--- src/rtl/conv2d_if.sv ---
// Bus between the convolution engine and its sequencer/memory pool:
// the layer handshake, two read ports and one result write port.
interface conv2d_if #(
  parameter int ADDR_W = 14,
  parameter int DATA_W = 16
);
  logic                     start;
  logic                     relu_en;
  logic        [ADDR_W-1:0] pix_base_addr;
  logic        [ADDR_W-1:0] kernel_base_addr;
  logic        [ADDR_W-1:0] result_base_addr;
  logic                     pix_rd_en;
  logic        [ADDR_W-1:0] pix_addr;
  logic signed [DATA_W-1:0] pix_data;
  logic                     kw_rd_en;
  logic        [ADDR_W-1:0] kw_addr;
  logic signed [DATA_W-1:0] kw_data;
  logic                     res_we;
  logic        [ADDR_W-1:0] res_addr;
  logic signed [DATA_W-1:0] res_data;
  logic                     busy;
  logic                     done;

  modport slave (
    input  start, relu_en, pix_base_addr, kernel_base_addr, result_base_addr,
    input  pix_data, kw_data,
    output pix_rd_en, pix_addr, kw_rd_en, kw_addr,
    output res_we, res_addr, res_data, busy, done
  );

  modport master (
    output start, relu_en, pix_base_addr, kernel_base_addr, result_base_addr,
    output pix_data, kw_data,
    input  pix_rd_en, pix_addr, kw_rd_en, kw_addr,
    input  res_we, res_addr, res_data, busy, done
  );
endinterface

--- src/rtl/conv2d_engine.sv ---
// Multi-channel strided 2-D convolution: one read pair per tap, MAC on the
// returning data, then a saturated (optionally ReLU) write per output pixel.
module conv2d_engine #(
  parameter int IMG_SIZE    = 48,
  parameter int KERNEL_SIZE = 3,
  parameter int CHANNELS    = 3,
  parameter int STRIDE      = 1,
  parameter int ADDR_W      = 14,
  parameter int DATA_W      = 16,
  parameter int ACC_W       = 40
) (
  input  logic      clk,
  input  logic      rst_n,
  conv2d_if.slave   io
);

  localparam int OUT   = (IMG_SIZE - KERNEL_SIZE) / STRIDE + 1;
  localparam int CNT_W = 16;

  localparam logic [CNT_W-1:0] K_LAST   = CNT_W'(KERNEL_SIZE - 1);
  localparam logic [CNT_W-1:0] C_LAST   = CNT_W'(CHANNELS - 1);
  localparam logic [CNT_W-1:0] OUT_LAST = CNT_W'(OUT - 1);

  localparam logic [31:0] P_IMG  = 32'(IMG_SIZE);
  localparam logic [31:0] P_IMG2 = 32'(IMG_SIZE * IMG_SIZE);
  localparam logic [31:0] P_K    = 32'(KERNEL_SIZE);
  localparam logic [31:0] P_K2   = 32'(KERNEL_SIZE * KERNEL_SIZE);
  localparam logic [31:0] P_S    = 32'(STRIDE);
  localparam logic [31:0] P_OUT  = 32'(OUT);

  localparam logic signed [ACC_W-1:0] SAT_MAX =
    {{(ACC_W-DATA_W+1){1'b0}}, {(DATA_W-1){1'b1}}};
  localparam logic signed [ACC_W-1:0] SAT_MIN =
    {{(ACC_W-DATA_W+1){1'b1}}, {(DATA_W-1){1'b0}}};

  typedef enum logic [2:0] {S_IDLE, S_FETCH, S_DRAIN, S_WRITE, S_DONE} state_t;

  function automatic logic signed [DATA_W-1:0] sat_relu(
    input logic signed [ACC_W-1:0] acc,
    input logic                    relu
  );
    if (relu && acc[ACC_W-1])
      return '0;
    if (acc > SAT_MAX)
      return {1'b0, {(DATA_W-1){1'b1}}};
    if (acc < SAT_MIN)
      return {1'b1, {(DATA_W-1){1'b0}}};
    return acc[DATA_W-1:0];
  endfunction

  state_t                    r_state, w_next;
  logic                      r_relu;
  logic        [ADDR_W-1:0]  r_pix_base, r_kw_base, r_res_base;
  logic        [CNT_W-1:0]   r_row, r_col, r_c, r_ky, r_kx;
  logic                      r_vld_p1, r_first_p1;
  logic signed [ACC_W-1:0]   r_acc;

  logic                      w_first_tap, w_last_tap, w_last_pix;
  logic        [ADDR_W-1:0]  w_pix_addr, w_kw_addr, w_res_addr;
  logic signed [2*DATA_W-1:0] w_prod_p1;
  logic signed [ACC_W-1:0]   w_prod_ext_p1;

  assign w_first_tap = (r_c == '0) && (r_ky == '0) && (r_kx == '0);
  assign w_last_tap  = (r_c == C_LAST) && (r_ky == K_LAST) && (r_kx == K_LAST);
  assign w_last_pix  = (r_row == OUT_LAST) && (r_col == OUT_LAST);

  // Offsets are formed in 32 bits and truncated so every sum wraps at ADDR_W.
  assign w_pix_addr = r_pix_base + ADDR_W'(32'(r_c) * P_IMG2
                    + (32'(r_row) * P_S + 32'(r_ky)) * P_IMG
                    + 32'(r_col) * P_S + 32'(r_kx));
  assign w_kw_addr  = r_kw_base + ADDR_W'(32'(r_c) * P_K2 + 32'(r_ky) * P_K + 32'(r_kx));
  assign w_res_addr = r_res_base + ADDR_W'(32'(r_row) * P_OUT + 32'(r_col));

  assign w_prod_p1     = io.pix_data * io.kw_data;
  assign w_prod_ext_p1 = {{(ACC_W-2*DATA_W){w_prod_p1[2*DATA_W-1]}}, w_prod_p1};

  always_ff @(posedge clk or negedge rst_n) begin
    if (!rst_n) r_state <= S_IDLE;
    else        r_state <= w_next;
  end

  always_comb begin
    w_next = r_state;
    case (r_state)
      S_IDLE:  if (io.start) w_next = S_FETCH;
      S_FETCH: if (w_last_tap) w_next = S_DRAIN;
      S_DRAIN: w_next = S_WRITE;
      S_WRITE: w_next = w_last_pix ? S_DONE : S_FETCH;
      S_DONE:  w_next = S_IDLE;
      default: w_next = S_IDLE;
    endcase
  end

  always_comb begin
    io.pix_rd_en = 1'b0;
    io.kw_rd_en  = 1'b0;
    io.pix_addr  = '0;
    io.kw_addr   = '0;
    io.res_we    = 1'b0;
    io.res_addr  = '0;
    io.res_data  = '0;
    io.busy      = 1'b0;
    io.done      = 1'b0;
    case (r_state)
      S_FETCH: begin
        io.pix_rd_en = 1'b1;
        io.kw_rd_en  = 1'b1;
        io.pix_addr  = w_pix_addr;
        io.kw_addr   = w_kw_addr;
        io.busy      = 1'b1;
      end
      S_DRAIN: io.busy = 1'b1;
      S_WRITE: begin
        io.res_we   = 1'b1;
        io.res_addr = w_res_addr;
        io.res_data = sat_relu(r_acc, r_relu);
        io.busy     = 1'b1;
      end
      S_DONE:  io.done = 1'b1;
      default: ;
    endcase
  end

  // p0: tap request issued in FETCH; p1: returned read data is multiply-accumulated.
  always_ff @(posedge clk or negedge rst_n) begin
    if (!rst_n) begin
      r_relu     <= 1'b0;
      r_pix_base <= '0;
      r_kw_base  <= '0;
      r_res_base <= '0;
      r_row      <= '0;
      r_col      <= '0;
      r_c        <= '0;
      r_ky       <= '0;
      r_kx       <= '0;
      r_vld_p1   <= 1'b0;
      r_first_p1 <= 1'b0;
      r_acc      <= '0;
    end else begin
      r_vld_p1   <= (r_state == S_FETCH);
      r_first_p1 <= (r_state == S_FETCH) && w_first_tap;
      if (r_vld_p1)
        r_acc <= (r_first_p1 ? '0 : r_acc) + w_prod_ext_p1;

      case (r_state)
        S_IDLE: if (io.start) begin
          r_relu     <= io.relu_en;
          r_pix_base <= io.pix_base_addr;
          r_kw_base  <= io.kernel_base_addr;
          r_res_base <= io.result_base_addr;
          r_row      <= '0;
          r_col      <= '0;
          r_c        <= '0;
          r_ky       <= '0;
          r_kx       <= '0;
        end
        S_FETCH: begin
          if (r_kx != K_LAST) begin
            r_kx <= r_kx + 1'b1;
          end else begin
            r_kx <= '0;
            if (r_ky != K_LAST) begin
              r_ky <= r_ky + 1'b1;
            end else begin
              r_ky <= '0;
              r_c  <= (r_c == C_LAST) ? '0 : r_c + 1'b1;
            end
          end
        end
        S_WRITE: begin
          if (r_col != OUT_LAST) begin
            r_col <= r_col + 1'b1;
          end else begin
            r_col <= '0;
            r_row <= (r_row == OUT_LAST) ? '0 : r_row + 1'b1;
          end
        end
        default: ;
      endcase
    end
  end

endmodule

--- src/flat_wrapper.sv ---
// flat-port wrapper written by rule: the top's interface ports become plain ports
module conv2d_engine_flat 
#(
  parameter int IMG_SIZE    = 48,
  parameter int KERNEL_SIZE = 3,
  parameter int CHANNELS    = 3,
  parameter int STRIDE      = 1,
  parameter int ADDR_W      = 14,
  parameter int DATA_W      = 16,
  parameter int ACC_W       = 40
)
  (clk, rst_n, io_start, io_relu_en, io_pix_base_addr, io_kernel_base_addr, io_result_base_addr, io_pix_data, io_kw_data, io_pix_rd_en, io_pix_addr, io_kw_rd_en, io_kw_addr, io_res_we, io_res_addr, io_res_data, io_busy, io_done);
  conv2d_if #(.ADDR_W(ADDR_W), .DATA_W(DATA_W)) io_i ();
  input  logic clk;
  input  logic rst_n;
  input wire logic [$bits(io_i.start)-1:0] io_start;
  input wire logic [$bits(io_i.relu_en)-1:0] io_relu_en;
  input wire logic [$bits(io_i.pix_base_addr)-1:0] io_pix_base_addr;
  input wire logic [$bits(io_i.kernel_base_addr)-1:0] io_kernel_base_addr;
  input wire logic [$bits(io_i.result_base_addr)-1:0] io_result_base_addr;
  input wire logic [$bits(io_i.pix_data)-1:0] io_pix_data;
  input wire logic [$bits(io_i.kw_data)-1:0] io_kw_data;
  output wire logic [$bits(io_i.pix_rd_en)-1:0] io_pix_rd_en;
  output wire logic [$bits(io_i.pix_addr)-1:0] io_pix_addr;
  output wire logic [$bits(io_i.kw_rd_en)-1:0] io_kw_rd_en;
  output wire logic [$bits(io_i.kw_addr)-1:0] io_kw_addr;
  output wire logic [$bits(io_i.res_we)-1:0] io_res_we;
  output wire logic [$bits(io_i.res_addr)-1:0] io_res_addr;
  output wire logic [$bits(io_i.res_data)-1:0] io_res_data;
  output wire logic [$bits(io_i.busy)-1:0] io_busy;
  output wire logic [$bits(io_i.done)-1:0] io_done;
  assign io_i.start = io_start;
  assign io_i.relu_en = io_relu_en;
  assign io_i.pix_base_addr = io_pix_base_addr;
  assign io_i.kernel_base_addr = io_kernel_base_addr;
  assign io_i.result_base_addr = io_result_base_addr;
  assign io_i.pix_data = io_pix_data;
  assign io_i.kw_data = io_kw_data;
  assign io_pix_rd_en = io_i.pix_rd_en;
  assign io_pix_addr = io_i.pix_addr;
  assign io_kw_rd_en = io_i.kw_rd_en;
  assign io_kw_addr = io_i.kw_addr;
  assign io_res_we = io_i.res_we;
  assign io_res_addr = io_i.res_addr;
  assign io_res_data = io_i.res_data;
  assign io_busy = io_i.busy;
  assign io_done = io_i.done;
  conv2d_engine #(.IMG_SIZE(IMG_SIZE), .KERNEL_SIZE(KERNEL_SIZE), .CHANNELS(CHANNELS), .STRIDE(STRIDE), .ADDR_W(ADDR_W), .DATA_W(DATA_W), .ACC_W(ACC_W)) u_core (.clk(clk), .rst_n(rst_n), .io(io_i));
endmodule
--- config.mk ---
export PLATFORM = sky130hd
export DESIGN_NAME = conv2d_engine_flat
export DESIGN_NICKNAME = d
export VERILOG_FILES = /design/src/rtl/conv2d_if.sv /design/src/rtl/conv2d_engine.sv /design/src/flat_wrapper.sv
export SDC_FILE = /design/constraint.sdc
export NUM_CORES = 2
export LEC_CHECK = 0
export ABC_AREA = 1
export BUFFER_PORTS_ARGS = -buffer_cell sky130_fd_sc_hd__buf_2
export CORE_MARGIN = 2
export CORE_UTILIZATION = 40
export CTS_BUF_LIST = sky130_fd_sc_hd__clkbuf_2 sky130_fd_sc_hd__clkbuf_4 sky130_fd_sc_hd__clkbuf_8
export DETAILED_ROUTE_END_ITERATION = 10
export GPL_ROUTABILITY_DRIVEN = 0
export PLACE_DENSITY_LB_ADDON = 0.05
export SLEW_MARGIN = 20
export SYNTH_ARGS = -nofsm -noshare
export SYNTH_HDL_FRONTEND = slang
export SYNTH_SLANG_ARGS = --single-unit
--- constraint.sdc ---
create_clock -name clk -period 5.9 [get_ports clk]
set_clock_uncertainty 0.2 [all_clocks]
set_input_delay 1.18 -clock clk [delete_from_list [all_inputs] [get_ports clk]]
set_output_delay 1.18 -clock clk [all_outputs]
set_load 0.1 [all_outputs]
-- Yosys cells after proc, flatten, opt, wreduce, memory -nomap -nowiden
Index checks and enable logic that the tools add are counted.
- flip-flop bits (word level): 168
- input port bits: 78
- output and inout port bits: 63
- word-level logic and storage cells: 118
- add/subtract/negate cells: 16
- $mul: 6
- order comparisons: 2
- equality and inequality tests: 17
- muxes and demuxes: 43
- reductions and logical operators: 21
- operators by type and width (cell ; number):
    $mux W16 ; 17
    $pmux W16 S2 ; 5
    $add A14 B14 Y14 ; 9
    $add A16 B1 Y16 const B ; 5
    $eq A16 B2 Y1 const B ; 3
    $logic_not A16 Y1 ; 3
    $mux W14 ; 3
    $add A40 B40 Y40 ; 1
    $gt A40 B16 Y1 const B ; 1
    $lt A40 B16 Y1 const B ; 1
    $mux W40 ; 1
    $eq A16 B6 Y1 const B ; 2
    $mul A16 B16 Y32 ; 1
    $mul A32 B2 Y10 const B ; 1
    $ne A16 B2 Y1 const B ; 2
    $add A16 B16 Y17 ; 1
    $mul A16 B2 Y14 const B ; 1
    $mul A16 B4 Y14 const B ; 1
    $mul A16 B4 Y6 const B ; 1
    $mul A16 B5 Y13 const B ; 1
    $ne A16 B6 Y1 const B ; 1
    $mux W1 ; 13
    $pmux W3 S4 ; 1
    $mux W3 ; 3
    other kinds (12) ; 27

-- Depth between registers and ports, before layout
- depth after elaboration: 12
- mapped depth: 43

-- Least setup slack after synthesis
Ideal clock, no wire load.
- path type: input -> register
- from: in io_kw_data[5]
- to: reg u_core.r_acc[39]
- data arrival time: 7.990 ns
- required time: 5.583 ns
- slack: -2.407 ns
- stages: 35
- cell sequence: clkbuf_1 -> clkbuf_1 -> nand2_1 -> fa_1 -> inv_1 -> fa_1 -> fa_1 -> fa_1 -> fa_1 -> inv_1 -> fa_1 -> inv_1 -> ha_1 -> nand2_1 -> nor4_1 -> nand3_1 -> nand3_1 -> nand2_1 -> nand2_1 -> a21oi_1 -> nor2_1 -> nor2_1 -> xnor2_1 -> ha_1 -> inv_1 -> nor3_1 -> inv_1 -> o21ai_0 -> a21oi_1 -> nand2_1 -> nand3_1 -> nand3_1 -> nand2_1 -> nand3_1 -> nand2_1
- longest elaborated chain between the ends: 2
- ends and longest elaborated chain (what ; RTL line ; source):
    start, declared ; flat_wrapper.sv:22 ; input wire logic [$bits(io_i.kw_data)-1:0] io_kw_data;
    $mul A16 B16 Y32 ; conv2d_engine.sv:74 ; assign w_prod_p1 = io.pix_data * io.kw_data;
    $add A40 B40 Y40 ; conv2d_engine.sv:143 ; r_acc <= (r_first_p1 ? '0 : r_acc) + w_prod_ext_p1;
    end signal, assigned ; conv2d_engine.sv:143 ;
    end, declared ; conv2d_engine.sv:56 ; logic signed [ACC_W-1:0] r_acc;
No other way between the ends.
A chain may end at the register's enable or synchronous reset.

-- Final worst setup path
- from: in io_kw_data[15]
- to: reg u_core.r_acc[33]
Same word-level chain as after synthesis.

==> qor.yml <==
outcome: "complete, but fails checks"
violations: "negative setup slack"
crit_family: "adder cells"
ant_nets: 0
vias: 24017
synth_flop_cell: "dfrtp_1"
rr_startpoint: "u_core.r_state[2]$_DFFE_PN0P_"
max-clock-path-buffers: 2
first_pass_iters: 5
min_period_over_period: 1.27
design.portCount: 141
clk_pin_slew_ns: 0.12
synth_edf_count: 0
final_area_mm2: 0.0375
critical_path_class: "input port to register"
row_count: 95
initial_core_util: 0.402
async_flop_share: 1.00
ys_seq_elements: 168
cts_tree: "done"
grt_setup_unrepaired: "yes"
syn_avg_cell_area_um2: 7.87
grtUsageMet1: 0.278
yosysWarnings: 0
synth_area_mm2: 0.0269
ys_seq_area_frac: 0.156
cp.arrival_ns: 7.73
syn_nets: 4122
yosys.cell_types.count: 62
first_global_vias: 25691
synth.area.top_cells: "fa_1 27%, dfrtp_1 16%, inv_1 12%"
drt_iter0_markers: 1140
endpoint_kind: "register"
critPathLaunchType: "input port"
slowest_delay_ns: 0.56
yosysTopAreaCell: "fa_1"
grtUsageMet2: 0.451
cts.sinks: 168
netlist_instances: 3421
hpwl_mm: 64.3
hp-class: "register to register"
dieHeight_um: 263
dieArea_mm2: 0.0694
routedWlPerCell_um: 16.4
tightestPinTransition_ns: 1.02
slew_viol_final: 0
fin_crit_ns: 7.49
use_met3: 0.0251
busiest_layer: "met2"
endpoint: "u_core.r_acc[33]$_DFFE_PN0P_"
gr-total-overflow: 0
insertion_delay_ns: 0.58
cp_max_fo: 3
post-route-drc-count: 0
finalWirelength_mm: 79.9
drive_gt1_frac: 0.354
areaGrowthSynthToFinish_pct: 39.3
finalHoldViolCount: 0
groute.usage.overall: 0.235
grt_pass1_wl_mm: 130
core_mm2: 0.0669
startpoint: "io_kw_data[15]"
place_area_mm2: 0.0329
cts-root-buf: "clkbuf_8"
max_cap_violations: 0
grt_max_degree: 101
fmax_ghz: 0.134
synth_top_area_frac: 0.274
slowest_stage: "fa_1"
htree_levels: 4
r2r_cells: 13
rrSetupSlack_ns: 1.69
vias_per_cell: 4.92
cp_common_cell: "fa_1"
cp_num_buf_inv: 8
required_ns: 6.14
nets: 4696
cts_buffers: 17
antenna_found_initial: 1
rr_endpoint: "u_core.r_c[3]$_DFFE_PN0P_"
numPortBuffers: 140
setup_viol: 55
path_depth: 34
slew_headroom: 0.321
setup_ws_ns: -1.59
holdCritStartpoint: "u_core.r_acc[7]$_DFFE_PN0P_"
die_w_um: 263
==> metrics by stage <==
stage	util	worst slack, ns	TNS (ns)	hold WS [ns]	instances
final	0.561	-1.59	-49.56	0.301	4882
after global routing	0.561	-1.84	-61.20	0.333	4882
after CTS	0.525	-1.48	-47.33	0.307	4829
after detailed placement	0.492	-2.54	-67.87	0.277	4759
after global placement	0.492	-2.54	-66.79	0.271	4759
after floorplan	-	-1.85	-39.70	0.253	3421
==> flip-flops by register name, summed over array words and instances, names as in the netlist, 16 cells and up <==
name	flops
u_core.r_col	16
u_core.r_kx	16
u_core.r_acc	40
u_core.r_row	16
u_core.r_ky	16
u_core.r_c	16
==> worst min-delay path, cell delays in order, from the launching register on <==
cell	delay, ns
dfrtp_1	0.37
nand2_1	0.05
o21ai_0	0.06
==> worst min-delay path by stage <==
stage	endpoint	slack, ns	cells after the start
global route	u_core.r_acc[12]$_DFFE_PN0P_	0.33	2
global placement	u_core.r_acc[8]$_DFFE_PN0P_	0.27	2
detailed placement	u_core.r_acc[6]$_DFFE_PN0P_	0.28	2
finish	u_core.r_acc[7]$_DFFE_PN0P_	0.30	2
CTS	u_core.r_acc[6]$_DFFE_PN0P_	0.31	2
floorplan	u_core.r_acc[13]$_DFFE_PN0P_	0.25	2
==> kinds of logic after synthesis <==
logic type / synth area share
simple gates: 0.174
buf+inv: 0.138
fa+ha+maj: 0.392
compound gates: 0.0855
flops: 0.156
xor+xnor: 0.0403
mux: 0.0134
==> cell usage in the layout, fill, tap and decap left out, types with 23 or more instances in the layout <==
cell	count
o21ai_1	36
nor2_2	23
nand2_2	74
ha_4	84
inv_2	108
nand3_1	71
fa_2	38
nand2_1	518
fa_1	331
xnor2_1	38
nor2_4	37
inv_1	763
a21oi_4	31
buf_4	396
xor2_1	45
o22ai_1	23
nor2_1	170
ha_1	165
a21oi_2	49
a21oi_1	105
nand2_4	40
nand3_2	26
buf_12	39
o21ai_2	27
buf_2	82
buf_6	117
nand4_1	30
mux2_2	32
dfrtp_1	161
o21ai_0	60
==> layout make-up <==
class,instances,area [µm²]
Antenna cell,1,2.50
Clock buffer,18,241
Inverter,881,3330
Sequential cell,168,4210
Multi-Input combinational cell,2276,22700
Fill cell,6113,29400
Tap cell,873,1090
Clock inverter,14,130
Timing Repair Buffer,651,5780
==> what timing repair did <==
item | in CTS | in global routing
gates cloned | 2 | 1
setup buffers | 38 | 72
resized for setup | 385 | 449
hold buffers | 0 | 0
setup endpoints to repair | 61 | 60
pin swaps | 198 | 222
==> routing by layer <==
| metal | vias to the layer above | wire (µm) |
|---|---|---|
| li1 | 11529 | - |
| met1 | 12031 | 32500 |
| met2 | 364 | 43900 |
| met3 | 93 | 2020 |
| met4 | 0 | 1550 |
| met5 | - | 0 |
==> synthesized netlist by cell type, drive strengths merged (7+ instances only) <==
master	n
a21oi	185
a31oi	21
buf	18
clkbuf	78
dfrtp	168
fa	369
ha	254
inv	880
mux2	32
nand2	634
nand3	99
nand4	31
nor2	231
nor3	38
nor4	20
o21ai	134
o21bai	7
o22ai	23
or2	25
xnor2	59
xor2	65
Power is left out: the tool's default activity adds up to more than one toggle a clock period on the data nets, which glitch-free logic cannot reach.
